<file path="src/rtl/vending_pkg.sv">
// Shared types and constants for the vending controller.
// Optional cancel/refund path is enabled by defining VEND_CANCEL_EN.
package vending_pkg;

    typedef enum logic [2:0] {
        IDLE,
        CHECK,
        DISPENSE,
        DENY,
        CHANGE,
        GAP
    } state_t;

    // Prices for sel 3..0, packed as nibbles, in 100-colon units
    localparam logic [15:0] PRICE_TABLE = {4'd12, 4'd8, 4'd5, 4'd3};

    localparam int UNIT_500 = 5;
    localparam int UNIT_100 = 1;

    function automatic logic [3:0] price_of(input logic [1:0] sel);
        return PRICE_TABLE[{sel, 2'b00} +: 4];
    endfunction

endpackage

</file>
<file path="src/rtl/vending_controller_change_dispenser.sv">
// Change sequencing: remainder register, gap counter and coin pulses.
// Loaded once per refund/change session; reports its final pulse.
import vending_pkg::*;

module change_dispenser #(
    parameter int CREDIT_W   = 8,
    parameter int CHANGE_GAP = 2
) (
    input  logic                clk,
    input  logic                reset,
    input  logic                i_load,
    input  logic [CREDIT_W-1:0] i_value,
    output logic                o_change_500,
    output logic                o_change_100,
    output logic                o_done,
    output logic                o_gap_end
);

    localparam logic [3:0] GAP_INIT =
        (CHANGE_GAP == 0) ? 4'd0 : 4'(CHANGE_GAP - 1);

    logic [CREDIT_W-1:0] r_rem;
    logic                r_active;
    logic                r_in_gap;
    logic [3:0]          r_gap_cnt;

    logic                w_pulse;
    logic                w_big;
    logic [CREDIT_W-1:0] w_step;
    logic [CREDIT_W-1:0] w_rem_next;

    assign w_pulse    = r_active && !r_in_gap;
    assign w_big      = r_rem >= CREDIT_W'(UNIT_500);
    assign w_step     = w_big ? CREDIT_W'(UNIT_500) : CREDIT_W'(UNIT_100);
    assign w_rem_next = r_rem - w_step;

    assign o_change_500 = w_pulse && w_big;
    assign o_change_100 = w_pulse && !w_big;
    assign o_done       = w_pulse && (w_rem_next == '0);
    assign o_gap_end    = r_active && r_in_gap && (r_gap_cnt == 4'd0);

    always_ff @(posedge clk) begin
        if (!reset) begin
            r_rem     <= '0;
            r_active  <= 1'b0;
            r_in_gap  <= 1'b0;
            r_gap_cnt <= 4'd0;
        end else if (i_load) begin
            r_rem     <= i_value;
            r_active  <= 1'b1;
            r_in_gap  <= 1'b0;
        end else if (r_active && r_in_gap) begin
            if (r_gap_cnt == 4'd0)
                r_in_gap  <= 1'b0;
            else
                r_gap_cnt <= r_gap_cnt - 4'd1;
        end else if (r_active) begin
            r_rem <= w_rem_next;
            if (w_rem_next == '0) begin
                r_active <= 1'b0;
            end else if (CHANGE_GAP != 0) begin
                r_in_gap  <= 1'b1;
                r_gap_cnt <= GAP_INIT;
            end
        end
    end

endmodule

</file>
<file path="src/rtl/vending_controller.sv">
// Vending controller top: purchase FSM plus change dispenser.
// Define VEND_CANCEL_EN to add the cancel/refund input.
import vending_pkg::*;

module vending_controller #(
    parameter int CREDIT_W   = 8,
    parameter int CHANGE_GAP = 2
) (
    input  logic                clk,
    input  logic                reset,
    input  logic [CREDIT_W-1:0] credit,
    input  logic [1:0]          product_sel,
    input  logic                buy,
`ifdef VEND_CANCEL_EN
    input  logic                cancel,
`endif
    output logic                dispense,
    output logic                deny,
    output logic                change_500,
    output logic                change_100,
    output logic                counter_clear,
    output logic                busy
);

    state_t              r_state;
    state_t              w_state_next;
    logic [CREDIT_W-1:0] r_credit;
    logic [1:0]          r_sel;

    logic [CREDIT_W-1:0] w_price;
    logic [CREDIT_W-1:0] w_remainder;
    logic                w_afford;
    logic                w_cancel_go;
    logic                w_load;
    logic [CREDIT_W-1:0] w_load_val;
    logic                w_done;
    logic                w_gap_end;

    assign w_price     = CREDIT_W'(price_of(r_sel));
    assign w_afford    = r_credit >= w_price;
    assign w_remainder = r_credit - w_price;
    assign busy        = r_state != IDLE;

`ifdef VEND_CANCEL_EN
    assign w_cancel_go = cancel && (credit != '0);
`else
    assign w_cancel_go = 1'b0;
`endif

    always_ff @(posedge clk) begin
        if (!reset) begin
            r_state  <= IDLE;
            r_credit <= '0;
            r_sel    <= 2'd0;
        end else begin
            r_state <= w_state_next;
            if (r_state == IDLE && buy) begin
                r_credit <= credit;
                r_sel    <= product_sel;
            end
        end
    end

    always_comb begin
        w_state_next  = r_state;
        dispense      = 1'b0;
        deny          = 1'b0;
        counter_clear = 1'b0;
        w_load        = 1'b0;
        w_load_val    = w_remainder;
        unique case (r_state)
            IDLE: begin
                // Refund takes priority over a simultaneous purchase
                if (w_cancel_go) begin
                    counter_clear = 1'b1;
                    w_load        = 1'b1;
                    w_load_val    = credit;
                    w_state_next  = CHANGE;
                end else if (buy) begin
                    w_state_next = CHECK;
                end
            end
            CHECK: w_state_next = w_afford ? DISPENSE : DENY;
            DISPENSE: begin
                dispense      = 1'b1;
                counter_clear = 1'b1;
                if (w_remainder != '0) begin
                    w_load       = 1'b1;
                    w_state_next = CHANGE;
                end else begin
                    w_state_next = IDLE;
                end
            end
            DENY: begin
                deny         = 1'b1;
                w_state_next = IDLE;
            end
            CHANGE: begin
                if (w_done)
                    w_state_next = IDLE;
                else if (CHANGE_GAP != 0)
                    w_state_next = GAP;
            end
            GAP: if (w_gap_end) w_state_next = CHANGE;
            default: w_state_next = IDLE;
        endcase
    end

    change_dispenser #(
        .CREDIT_W   (CREDIT_W),
        .CHANGE_GAP (CHANGE_GAP)
    ) u_change (
        .clk          (clk),
        .reset        (reset),
        .i_load       (w_load),
        .i_value      (w_load_val),
        .o_change_500 (change_500),
        .o_change_100 (change_100),
        .o_done       (w_done),
        .o_gap_end    (w_gap_end)
    );

endmodule

</file>
<file path="config.mk">
export PLATFORM = sky130hd
export DESIGN_NAME = vending_controller
export DESIGN_NICKNAME = d
export VERILOG_FILES = /design/src/rtl/vending_pkg.sv /design/src/rtl/vending_controller_change_dispenser.sv /design/src/rtl/vending_controller.sv
export SDC_FILE = /design/constraint.sdc
export NUM_CORES = 1
export LEC_CHECK = 0
export CAP_MARGIN = 20
export CORE_AREA = 2 2 86 88
export CTS_BUF_LIST = sky130_fd_sc_hd__clkbuf_8 sky130_fd_sc_hd__clkbuf_16
export DETAILED_ROUTE_END_ITERATION = 6
export DIE_AREA = 0 0 88 90
export GPL_TIMING_DRIVEN = 0
export PLACE_DENSITY = 0.41
export SLEW_MARGIN = 30
export SYNTH_ARGS = -nofsm -noshare
export SYNTH_HDL_FRONTEND = slang
export SYNTH_SLANG_ARGS = --single-unit
</file>
<file path="constraint.sdc">
create_clock -name clk -period 4 [get_ports clk]
set_clock_uncertainty 0.2 [all_clocks]
set_input_delay 0.6 -clock clk [delete_from_list [all_inputs] [get_ports clk]]
set_output_delay 0.6 -clock clk [all_outputs]
set_load 0.02 [all_outputs]
</file>
==> flow_metrics.tcl <==
set metrics [dict create \
    fin_crit_ns 3.58 \
    p_comb_share_pct 58.5 \
    yosysWarnings 0 \
    numCtsBuffers 3 \
    maxCapViolCount 0 \
    hold_slack_ns 0.260 \
    ant_nets 0 \
    drtPass1Iterations 4 \
    leakage_nw 0.800 \
    postCtsSetupBuffers 0 \
    io-pin-count 19 \
    fp.coreArea_sq_um 7020 \
    synth_area_sq_um 1820 \
    drt_iter0_markers 57 \
    cts_tree "built" \
    synth_area_per_cell_sq_um 8.24 \
    r2r-start "u_change.r_rem[3]" \
    gp_congestion 0.739 \
    ys_types 56 \
    setup_viol 0 \
    synth_area_leaders "dfxtp_1 30%, nand2_1 6.6%, ha_1 6.2%" \
    drc 0 \
    cts_max_path_buffers 2 \
    crit_family "simple AND/OR/NAND/NOR gates" \
    ys_ff_latch 27 \
    synth_edf_count 0 \
    timing.slew.headroom_pct 60.3 \
    yosysSeqAreaShare_pct 29.7 \
    synth_area_leader_cell "dfxtp_1" \
    cp_slowest_cell "or4_1" \
    seqPwrFrac_pct 29.4 \
    numPortBuffers 18 \
    cp-end-kind "flip-flop" \
    hold_viol 0 \
    synth_cells 221 \
    root_buffer "clkbuf_8" \
    layout-drive-gt1-share_pct 11.1 \
    syn_nets 244 \
    clkTransAtPathRegs_ns 0.10 \
    track_usage_pct 11.9 \
    synth_flop_cell "dfxtp_1" \
    path_buf_inv 0 \
    post-place-ws_ns 0.417 \
    min_to "r_sel[0]" \
    path_class "reg2reg" \
    vdd_ir_drop_max_uv 252 \
    std_cell_rows 31 \
    grt_max_degree 16 \
    synth_common_cells "32 x nand2_1, 27 x dfxtp_1, 20 x nor2_1" \
    slowest_delay_ns 0.56 \
    die_x_microns 88 \
    holdCritPathClass "reg2reg" \
    total_power_mw 1.33 \
    start_util_pct 25.9 \
    antenna_cells 0 \
    antenna_found_initial 0 \
    fin_crit_sh_pct 89.5 \
    status "completed" \
    tns_ns 0 \
    drt_wl_total_mm 4.26 \
    cts_max_level 1 \
    rr_worst_depth 10 \
    dieArea_sq_um 7920 \
    synth_top_area_share_pct 29.7 \
    grt_pass1_wl_mm 7.60 \
    via_per_inst 4.45 \
    r2r-end "u_change.r_gap_cnt[0]" \
    vias 1523 \
    cts_sinks 27 \
    tightest_slew_ns 0.595 \
    routedWlPerCell_microns 12.5 \
    ctsHoldBuffers 0 \
    cellPowerDensity_nw_per_um2 614 \
    critPathLaunchType "flip-flop" \
    rsz0062_at_grt "no" \
    worst_slack_ns 0.419 \
    fmax_ghz 0.279 \
    power.switching_mw 0.573 \
    num-nets-final 267 \
    die_h_microns 90 \
    crit_arrival_ns 3.56 \
    grt_pass1_vias 1635 \
    slew_viol_final 0 \
    p_int_mw 0.761 \
    final_util_pct 30.9 \
    clkPwrFrac_pct 12.1 \
    cp_max_fo 5 \
    synth-async-reset-ratio_pct 0 \
    crit_path_cell_trace "or4_1 > a211oi_1 > ha_1 > nor2b_2 > nor4b_4 > xnor2_1 > nand4_1 > o21ai_0 > nor3_2 > o221a_1" \
    holdPathStages 2 \
    yosysMostFrequentCell "nand2_1" \
    dp_hpwl_mm 3.33 \
    switching_share_pct 43.0 \
    required_ns 3.98 \
    fillerInstances 764 \
    grt-ovfl-total 0 \
    ff2ff_setup_slack_ns 0.42 \
    clock_latency_ns 0.27 \
    hold_start "r_sel[0]" \
    cts-resized-gates 0 \
    area_growth_pct 19.2 \
]
-- tightest hold or removal path, cell delays in order (launching register included) --
cell	delay, ns
dfxtp_1	0.32
nand2_1	0.05
a21oi_1	0.05
-- final cells by class --
class | count | area (sq um) | area share, %
plain buffers | 9 | 61.3 | 2.82
clock buffers | 3 | 41.3 | 1.90
clock inverters | 1 | 5.00 | 0.231
inverters | 14 | 52.6 | 2.42
multi-input cells | 171 | 1170 | 53.7
flip-flops and latches | 27 | 541 | 24.9
well taps | 99 | 124 | 5.71
repair buffers | 18 | 180 | 8.30
-- worst max-delay path by stage --
stage / from / endpoint / slack, ns / cells past startpoint
6_report: u_change.r_rem[3] / u_change.r_gap_cnt[0] / 0.42 / 10
5_1_grt: u_change.r_rem[3] / u_change.r_gap_cnt[2] / 0.16 / 10
4_1_cts: u_change.r_rem[3] / u_change.r_gap_cnt[0] / 0.41 / 10
3_5_place_dp: u_change.r_rem[3] / u_change.r_gap_cnt[0] / 0.42 / 10
3_3_place_gp: u_change.r_rem[3] / u_change.r_gap_cnt[0] / 0.34 / 10
2_1_floorplan: u_change.r_rem[3] / u_change.r_gap_cnt[0] / 0.85 / 10
-- routing by layer --
| metal | routed length (microns) | GRT usage, % | part of all wire [%] |
|---|---|---|---|
| met5 | 0 | 0 | 0 |
| met4 | 34 | 3.08 | 0.80 |
| met3 | 93 | 1.74 | 2.2 |
| met2 | 2050 | 19.8 | 48 |
| met1 | 2090 | 15.9 | 49 |
-- placed cells by master, fill, tap and decap left out, types with 5 or more instances in the layout --
| master | count |
|---|---|
| ha_1 | 9 |
| xor2_1 | 5 |
| nand2b_1 | 5 |
| inv_1 | 13 |
| clkdlybuf4s50_1 | 18 |
| a21oi_1 | 19 |
| a211oi_1 | 5 |
| nor3_1 | 8 |
| nand2_1 | 32 |
| nor2_1 | 20 |
| xnor2_1 | 8 |
| dfxtp_1 | 27 |
-- sequential cells by signal (all words and copies together), names as in the netlist --
name	flops
r_credit	8
u_change.r_in_gap	1
r_sel	2
u_change.r_rem	8
u_change.r_gap_cnt	4
u_change.r_active	1
r_state	3
-- through the flow --
step / std cells / instance area, sq um
floorplan: 221 / 1820
global placement: 338 / 2120
detailed placement: 338 / 2120
CTS: 342 / 2170
global route: 342 / 2170
finish: 342 / 2170
-- power groups by stage --
stage / Combinational, mW / Sequential [mW] / Clock [mW]
final: 0.780 / 0.392 / 0.162
after global routing: 0.886 / 0.404 / 0.185
after CTS: 0.795 / 0.392 / 0.171
after detailed placement: 0.789 / 0.398 / 0
after global placement: 0.795 / 0.398 / 0
after floorplan: 0.627 / 0.382 / 0
-- cell families (layout without fill, tap and decap cells) --
logic type,Yosys count,in the layout,synth area share (%)
AOI/OAI and AO/OA,43,43,16.9
xor gates and xnor gates,14,14,7.15
adders and majority gates,10,10,7.29
buffers and inverters,23,45,6.25
DFF,27,27,29.7
muxes,4,4,2.27
and+or+nand+nor,100,100,30.4
(Power assumes the default switching activity.)
